**src/rtl/spike_enc_pkg.sv**
```systemverilog
// Shared types and constants for the spike rate encoder.
// Holds the FSM state encoding and the Galois LFSR step function.
package spike_enc_pkg;

  typedef enum logic [1:0] {
    IDLE    = 2'd0,
    GEN     = 2'd1,
    PRESENT = 2'd2
  } enc_state_t;

  localparam logic [15:0] LFSR_TAPS         = 16'hB400;
  localparam logic [15:0] LFSR_SEED_DEFAULT = 16'hACE1;

  // Right-shifting Galois step: feedback taps are applied when bit 0 falls out.
  function automatic logic [15:0] lfsr_step(input logic [15:0] cur);
    return (cur >> 1) ^ (cur[0] ? LFSR_TAPS : 16'h0000);
  endfunction

endpackage

```
**src/rtl/lfsr16_galois.sv**
```systemverilog
// 16-bit Galois LFSR register with an advance enable.
// Exposes the low byte of the value it will hold after the next advance.
module lfsr16_galois
  import spike_enc_pkg::*;
#(
  parameter logic [15:0] SEED = LFSR_SEED_DEFAULT
) (
  input  logic       clk,
  input  logic       rst_n,
  input  logic       advance,
  output logic [7:0] next_byte
);

  logic [15:0] lfsr_q;
  logic [15:0] lfsr_nx;

  assign lfsr_nx   = lfsr_step(lfsr_q);
  assign next_byte = lfsr_nx[7:0];

  always_ff @(posedge clk or negedge rst_n) begin
    if (!rst_n) begin
      lfsr_q <= SEED;
    end else if (advance) begin
      lfsr_q <= lfsr_nx;
    end
  end

endmodule

```
**src/rtl/spike_rate_encoder.sv**
```systemverilog
// Bernoulli spike-vector generator: one channel per GEN cycle, then a
// valid/ready PRESENT phase per timestep for the downstream neuron.
//
// state   | meaning
// IDLE    | config writes accepted, waiting for start
// GEN     | building spk_vec, one channel per cycle, LFSR advancing
// PRESENT | spk_vec offered downstream, held until handshake
module spike_rate_encoder
  import spike_enc_pkg::*;
#(
  parameter int          N_INPUTS  = 4,
  parameter logic [15:0] LFSR_SEED = LFSR_SEED_DEFAULT
) (
  input  logic                        clk,
  input  logic                        rst_n,
  input  logic                        cfg_valid,
  output logic                        cfg_ready,
  input  logic [$clog2(N_INPUTS)-1:0] cfg_ch,
  input  logic [7:0]                  cfg_intensity,
  input  logic                        start,
  input  logic [7:0]                  window_len,
  input  logic                        abort,
  output logic                        spk_valid,
  input  logic                        spk_ready,
  output logic [N_INPUTS-1:0]         spk_vec,
  output logic                        busy,
  output logic                        done,
  output logic [7:0]                  step_idx
);

  localparam int CH_W = $clog2(N_INPUTS);

  enc_state_t           state, state_nx;
  logic [CH_W-1:0]      ch_cnt, ch_nx;
  logic [7:0]           len_q, len_nx;
  logic [7:0]           step_nx;
  logic [N_INPUTS-1:0]  vec_nx;
  logic                 valid_nx, done_nx;
  logic                 advance;
  logic [7:0]           rnd_byte;
  logic [7:0]           intensity [N_INPUTS];
  logic                 spike_bit;

  lfsr16_galois #(.SEED(LFSR_SEED)) u_lfsr (
    .clk       (clk),
    .rst_n     (rst_n),
    .advance   (advance),
    .next_byte (rnd_byte)
  );

  assign spike_bit = rnd_byte < intensity[ch_cnt];

  always_ff @(posedge clk or negedge rst_n) begin
    if (!rst_n) begin
      for (int i = 0; i < N_INPUTS; i++) intensity[i] <= 8'd0;
    end else if (cfg_valid && cfg_ready) begin
      intensity[cfg_ch] <= cfg_intensity;
    end
  end

  always_comb begin
    state_nx = state;
    ch_nx    = ch_cnt;
    len_nx   = len_q;
    step_nx  = step_idx;
    vec_nx   = spk_vec;
    valid_nx = 1'b0;
    done_nx  = 1'b0;
    advance  = 1'b0;
    case (state)
      IDLE: begin
        if (!abort && start) begin
          if (window_len != 8'd0) begin
            len_nx   = window_len;
            step_nx  = 8'd0;
            vec_nx   = '0;
            ch_nx    = '0;
            state_nx = GEN;
          end else begin
            done_nx = 1'b1;
          end
        end
      end
      GEN: begin
        advance = 1'b1;
        if (abort) begin
          state_nx = IDLE;
        end else begin
          vec_nx[ch_cnt] = spike_bit;
          if (ch_cnt == CH_W'(N_INPUTS - 1)) begin
            state_nx = PRESENT;
            valid_nx = 1'b1;
          end else begin
            ch_nx = ch_cnt + 1'b1;
          end
        end
      end
      PRESENT: begin
        if (abort) begin
          state_nx = IDLE;
        end else if (spk_ready) begin
          if (step_idx == len_q - 8'd1) begin
            state_nx = IDLE;
            done_nx  = 1'b1;
          end else begin
            step_nx  = step_idx + 8'd1;
            vec_nx   = '0;
            ch_nx    = '0;
            state_nx = GEN;
          end
        end else begin
          valid_nx = 1'b1;
        end
      end
      default: state_nx = IDLE;
    endcase
  end

  always_ff @(posedge clk or negedge rst_n) begin
    if (!rst_n) begin
      state     <= IDLE;
      ch_cnt    <= '0;
      len_q     <= 8'd0;
      step_idx  <= 8'd0;
      spk_vec   <= '0;
      spk_valid <= 1'b0;
      done      <= 1'b0;
      busy      <= 1'b0;
      cfg_ready <= 1'b1;
    end else begin
      state     <= state_nx;
      ch_cnt    <= ch_nx;
      len_q     <= len_nx;
      step_idx  <= step_nx;
      spk_vec   <= vec_nx;
      spk_valid <= valid_nx;
      done      <= done_nx;
      busy      <= (state_nx != IDLE);
      cfg_ready <= (state_nx == IDLE);
    end
  end

endmodule
```
**config.mk**
```make
export PLATFORM = sky130hd
export DESIGN_NAME = spike_rate_encoder
export DESIGN_NICKNAME = d
export VERILOG_FILES = /design/src/rtl/spike_enc_pkg.sv /design/src/rtl/lfsr16_galois.sv /design/src/rtl/spike_rate_encoder.sv
export SDC_FILE = /design/constraint.sdc
export NUM_CORES = 1
export LEC_CHECK = 0
export CORE_ASPECT_RATIO = 0.5
export CORE_MARGIN = 5
export CORE_UTILIZATION = 35
export CTS_BUF_LIST = sky130_fd_sc_hd__clkbuf_4 sky130_fd_sc_hd__clkbuf_8
export DETAILED_ROUTE_END_ITERATION = 16
export MAX_ROUTING_LAYER = met4
export PLACE_DENSITY = 0.56
export SLEW_MARGIN = 20
export SYNTH_ARGS = -nofsm -noshare
export SYNTH_HDL_FRONTEND = slang
export SYNTH_SLANG_ARGS = --single-unit
```
**constraint.sdc**
```tcl
create_clock -name clk -period 4.82 [get_ports clk]
set_input_delay 1.205 -clock clk [delete_from_list [all_inputs] [get_ports clk]]
set_output_delay 1.205 -clock clk [all_outputs]
set_load 0.01 [all_outputs]
```
==> results_dict.tcl <==
set metrics [dict create \
    mostFrequentLayoutCell "dfrtp_1" \
    clock-sinks 76 \
    holdCritPathClass "reg2reg" \
    yosysSeqAreaShare 0.4796 \
    yosys_warnings 0 \
    core_area_um2 11080 \
    antenna_found_initial 0 \
    worstSkewPairLatency_ps 350 \
    outcome "finished, final reports clean" \
    synth_nets 373 \
    clk_path_buf_depth 2 \
    cp-start-kind "input port" \
    die_h_um 85.49 \
    fin_tns_setup_ps 0 \
    met1_usage 0.1610 \
    maxCapViolations 0 \
    ys.flop_type "dfrtp_1" \
    period_minus_slack_ps 3065 \
    numCtsBuffers 9 \
    cts_tree "built" \
    grt_pass1_vias 2892 \
    num_rows 27 \
    met2_usage 0.2252 \
    ant_nets 0 \
    gr-usage-all-layers 0.1359 \
    via_per_inst 5.156 \
    layout_common_cells "67 x dfrtp_1, 51 x mux2_2, 38 x clkdlybuf4s50_1" \
    ys_ff_latch 76 \
    drive_above_1_share 0.2572 \
    setup_viol 0 \
    synthToLayoutAreaGrowth_pct 18.91 \
    synth.distinct_cells 53 \
    die_x_um 161.0 \
    die_area_um2 13760 \
    htree_levels 3 \
    path_clk_slew_ps 80 \
    grtUsageMet3 0.04173 \
    synth_edf_count 0 \
    nNetsFinal 417 \
    crit_path_end_kind "register" \
    first_iter_violations 118 \
    crit_slowest_cell "nor4_1" \
    drc 0 \
    synth-async-reset-ratio 1.000 \
    dpl.hpwl_mm 6.059 \
    drtPass1Iterations 4 \
    relSlewSlack 0.4983 \
    seq_area_um2 1913 \
    vdd_drop_max_mv 0.1676 \
    p_leak_nw 1.935 \
    dp.cells 508 \
    fin_cells 526 \
    hold_viol 0 \
    syn_area_um2 3989 \
    critPathTopFamily "compound AO/OA/AOI/OAI gates" \
    max_stage_delay_ps 530 \
    worstSetupPathType "in2reg" \
    grt_pass1_wl_mm 14.52 \
    dr_total_vias 2712 \
    grt_max_degree 77 \
    top_usage_layer "met2" \
    power_density_nw_per_um2 575.7 \
    postCtsHoldBufs 0 \
    gp_congestion 0.8920 \
    finalMaxSlewViolations 0 \
    cp_num_buf_inv 1 \
    multi_input_comb_area_um2 1949 \
    clockRootBuffer "clkbuf_8" \
    postCtsSetupRepairBufs 0 \
    post_drt_wl_per_cell_um 16.16 \
    antennaDiodeCount 0 \
    fin_crit_sh 0.6358 \
    gr-total-overflow 0 \
    skew_ps 4.807 \
    post_cts_resized 0 \
    drt-total-wl_mm 8.500 \
    start_util 0.3600 \
    crit_chain "clkdlybuf4s50_1 > nor4_1 > a21boi_1 > a2bb2oi_2 > o21ai_1 > a21oi_1 > nor3b_2" \
    port_buffers 39 \
    worstPathRequired_ps 5100 \
    avgSynthCellArea_um2 12.01 \
    cp_max_fo 8 \
    arrival_ps 3340 \
    fillers 1031 \
    io_pins 40 \
    grt_setup_unrepaired "no" \
    syn_inst 332 \
    max_slew.worst_pin.slew_ps 750.1 \
    max_freq_mhz 326.3 \
]
-- Yosys cell counts, drive strengths merged, types with 2 or more instances --
master    n  area (um^2)
nand3     5        25.02
inv      22        82.58
mux2     51        574.3
o211ai    5        37.54
buf       5        28.78
xor2      4        35.03
nand2    19        73.82
nand4     5        31.28
o2111ai   2        17.52
nor3      8        45.04
clkbuf    4        15.01
dfrtp    67         1677
or2       2        12.52
o31ai     5        37.54
nor2     10        37.54
nor3b     4        35.03
and3      2        12.51
o2bb2ai   2        17.52
a22o      3        26.28
xnor2    10        87.58
a211o     3        26.28
and2      4        25.02
ha       17        212.7
dfstp     9        236.5
nor2b     3        18.77
mux4      8        180.2
a21oi    12        60.06
nor4      4        46.29
nand2b    7        43.79
or4       2        15.01
a21o      2        15.01
o21ai    14        70.06
-- worst paths after layout --
kind	from	endpoint	slack (ps)	cells after the start
min in group asynchronous	rst_n	u_lfsr.lfsr_q[8]$_DFFE_PN0P_	800	1
setup / recovery	window_len[1]	step_idx[6]$_DFFE_PN0P_	1760	7
max in group asynchronous	rst_n	cfg_ready$_DFF_PN1_	3380	2
hold reg to reg	u_lfsr.lfsr_q[10]$_DFFE_PN1P_	u_lfsr.lfsr_q[10]$_DFFE_PN1P_	500	2
hold / removal	u_lfsr.lfsr_q[10]$_DFFE_PN1P_	u_lfsr.lfsr_q[10]$_DFFE_PN1P_	500	2
setup reg to reg	ch_cnt[0]$_DFFE_PN0P_	spk_vec[1]$_DFFE_PN0P_	1960	9
-- where the power goes --
group	leakage, nW	internal, mW	total, mW	switching (mW)
Sequential	0.922	0.935	1.17	0.230
Combinational	0.916	0.615	1.11	0.493
Clock	0.0968	0.205	0.457	0.252
-- cell type report --
class,count,area share
repair buffers,42,0.09074
clock buffers,10,0.02902
flip-flops and latches,76,0.4033
clock inverters,6,0.01029
multi-input cells,225,0.4110
well taps,145,0.03825
inverters,22,0.01741
-- per-stage QoR --
stage / utilization / setup slack, ps / power [mW] / hold WS (ps) / cell area, um^2
finish: 0.4281 / 1755 / 2.731 / 503.0 / 4743
global route: 0.4281 / 1580 / 2.958 / 526.2 / 4743
CTS: 0.4249 / 1797 / 2.757 / 505.6 / 4708
detailed placement: 0.4081 / 1418 / 2.283 / 490.6 / 4522
global placement: 0.4081 / 1494 / 2.211 / 472.7 / 4522
floorplan: - / 2166 / 1.970 / 464.9 / 3989
-- layer usage --
| metal | vias to the layer above | part of all wire |
|---|---|---|
| li1 | 1291 | - |
| met1 | 1365 | 0.45 |
| met2 | 47 | 0.50 |
| met3 | 9 | 0.037 |
| met4 | 0 | 0.011 |
| met5 | - | 0 |
-- tightest hold or removal path: cells and delay by family (launching register included) --
kind / cells / cell delay (ps)
DFF: 1 / 380
and+or+nand+nor: 1 / 80
AOI/OAI and AO/OA: 1 / 50
-- sequential cells by signal (all words and copies together) (netlist names) --
register	flops
len_q	8
spk_valid	1
done	1
u_lfsr.lfsr_q	16
spk_vec	4
ch_cnt	2
intensity	32
step_idx	8
state	2
busy	1
cfg_ready	1
-- cells by family after synthesis --
logic type,share of synthesized area
flip-flops,0.4796
AND/OR/NAND/NOR,0.1123
buffers and inverters,0.03168
XOR/XNOR,0.03074
adder cells (fa/ha/maj),0.05332
multiplexers,0.1891
AO/OA/AOI/OAI,0.1032
Power figures use the tool's default switching activity.
==> RTL edit: new RTL, same flow settings <==
Re-encode `enc_state_t` (3 states) as one-hot, 3 bits wide.
--- a/src/rtl/spike_enc_pkg.sv
+++ b/src/rtl/spike_enc_pkg.sv
@@ -3,8 +3,8 @@
 package spike_enc_pkg;
 
-  typedef enum logic [1:0] {
-    IDLE    = 2'd0,
-    GEN     = 2'd1,
-    PRESENT = 2'd2
+  typedef enum logic [2:0] {
+    IDLE    = 3'b001,
+    GEN     = 3'b010,
+    PRESENT = 3'b100
   } enc_state_t;
 
Behaviour: no difference found for any inputs over 4 cycles, from zero or initial values and one cycle with rst_n low; so few cycles prove little.
==> RTL edit against the unedited design <==
Synthesized cell count rose by 6.9%. Synthesized area is 4.5% lower. Count of clock-buffer cells in the layout up 1. Wire length fell by 3.0%. Non-clock buffer count is 1 lower. Sequential cell count grew 1. First-iteration DRC count stayed put. Final area down 3.3%. Sequential share of layout area increased by 1.9 points. Setup slack lost 0.15 ns. Critical path type unchanged. Critical endpoint unchanged. Largest cell class is now flip-flops and latches. Highest routed layer unchanged.
Power is not compared: it rests on default switching activity, and its combinational part moved more than twofold at a synthesized area within 25%.
==> RTL edit: results <==
{
  "status": "finished, final reports clean",
  "reg_top3": "intensity: 32 flops, u_lfsr.lfsr_q: 16 flops",
  "nNetsFinal": 432,
  "track_usage_pct": 13.9,
  "tightest_slew_ns": 0.928,
  "critPathMaxFanout": 19,
  "antenna_cells": 0,
  "ys_seq_area_share_pct": 50.9,
  "drtPass1Iterations": 4,
  "skew_ns": 0.00969,
  "r2r_end": "spk_vec[0]",
  "hp-start": "u_lfsr.lfsr_q[11]",
  "hold_path.class": "reg2reg",
  "cp.arrival_ns": 3.50,
  "grt_use_met1_pct": 17.5,
  "grt_pass1_vias": 2855,
  "gp_congestion": 0.814,
  "cts.htree.levels": 3,
  "hold_depth": 2,
  "ys_types": 45,
  "yosys_warnings": 0,
  "fillers": 1001,
  "cts_resized": 0,
  "path_clk_slew_ns": 0.08,
  "holdPathEnd": "u_lfsr.lfsr_q[11]",
  "grt_pass1_wl_um": 14200,
  "yosys-top-cells-area": "dfrtp_1 44%, mux2_2 9.5%, nand2_1 7.3%, dfstp_2 6.9%, mux4_2 4.7%",
  "dpl.hpwl_um": 5930,
  "met2_usage_pct": 22.1,
  "synth_fp_nets": 392,
  "ir_worst_vdd_mv": 0.149,
  "met3_usage_pct": 4.09,
  "clk_latency_ns": 0.36,
  "via_per_inst": 5.01,
  "preCtsSetupSlack_ns": 1.25,
  "cts-root-buf": "clkbuf_8",
  "async_flop_share_pct": 100,
  "slowest_delay_ns": 0.59,
  "synth_common_cells": "74 x nand2_1, 67 x dfrtp_1, 32 x mux2_2",
  "postCtsSetupBuffers": 0,
  "power_leakage_nw": 1.95,
  "wirelength_um": 8250,
  "reg2reg_slack_ns": 1.81,
  "cts_buffers": 9,
  "grt_start_max_net_pins": 47,
  "fin_crit_ns": 3.21,
  "final_layout_size_suffix_gt1_share_pct": 19.3,
  "place_area_um2": 4340,
  "slowest_stage": "a21oi_2"
}
RTL edit: cell types whose count changed in the layout (fill, tap and decap cells not counted), sizes merged, moves of 4 or more:
cell    unedited run  this run
nand2             19        74
mux2              51        32
o21ai             14        20
clkinv             5         0
nand2b             7         2
nor3               8         3
o31ai              5        10
or3                0         5
ha                17        13
nor2              10        14
RTL edit: per-stage QoR:
stage | hold WS, ns | instances | power, W
final | 0.470 | 540 | 0.00167
after global routing | 0.488 | 540 | 0.00176
after CTS | 0.473 | 540 | 0.00169
after detailed placement | 0.460 | 524 | 0.00108
after global placement | 0.448 | 524 | 0.00106
after floorplan | 0.439 | 355 | 0.000980
RTL edit: where the power goes:
| group | switching, W | internal (W) | total (W) |
|---|---|---|---|
| sequential | 0.0000572 | 0.000731 | 0.000789 |
| clock | 0.000242 | 0.000366 | 0.000608 |
| combinational | 0.000124 | 0.000147 | 0.000272 |
| total | 0.000423 | 0.00124 | 0.00167 |
RTL edit: final cells by class:
type	count	area, um^2	share of cell area, %
clock inverters	5	106	2.32
clock buffers	11	145	3.16
repair buffers	41	400	8.73
well taps	140	175	3.82
multi-input cells	243	1740	37.8
flip-flops and latches	77	1940	42.3
inverters	23	86.3	1.88
RTL edit: how the worst max path moves through the flow:
| stage | endpoint | from |
|---|---|---|
| detailed placement | step_idx[6] | abort |
| finish | step_idx[6] | abort |
| CTS | step_idx[6] | abort |
| floorplan | step_idx[5] | abort |
| global route | step_idx[6] | abort |
| global placement | step_idx[5] | abort |
RTL edit: kinds of logic after synthesis:
| family | share of synthesized area, % |
|---|---|
| buf+inv | 3.48 |
| fa+ha+maj | 4.27 |
| xor+xnor | 2.53 |
| flops | 50.9 |
| mux | 14.2 |
| compound gates | 9.66 |
| simple gates | 14.9 |
RTL edit: routing by layer:
metal / wire length [um] / part of all wire [%] / vias up
met1: 3970 / 48 / 1330
met2: 3860 / 47 / 58
li1: - / - / 1314
met5: 0 / 0 / -
met3: 341 / 4.1 / 5
met4: 70 / 0.85 / 0
RTL edit: worst min-delay path, cell delays in order (launching register included):
cell and delay, ns:
dfstp_2 0.38, nand2_1 0.05, nand2_1 0.05
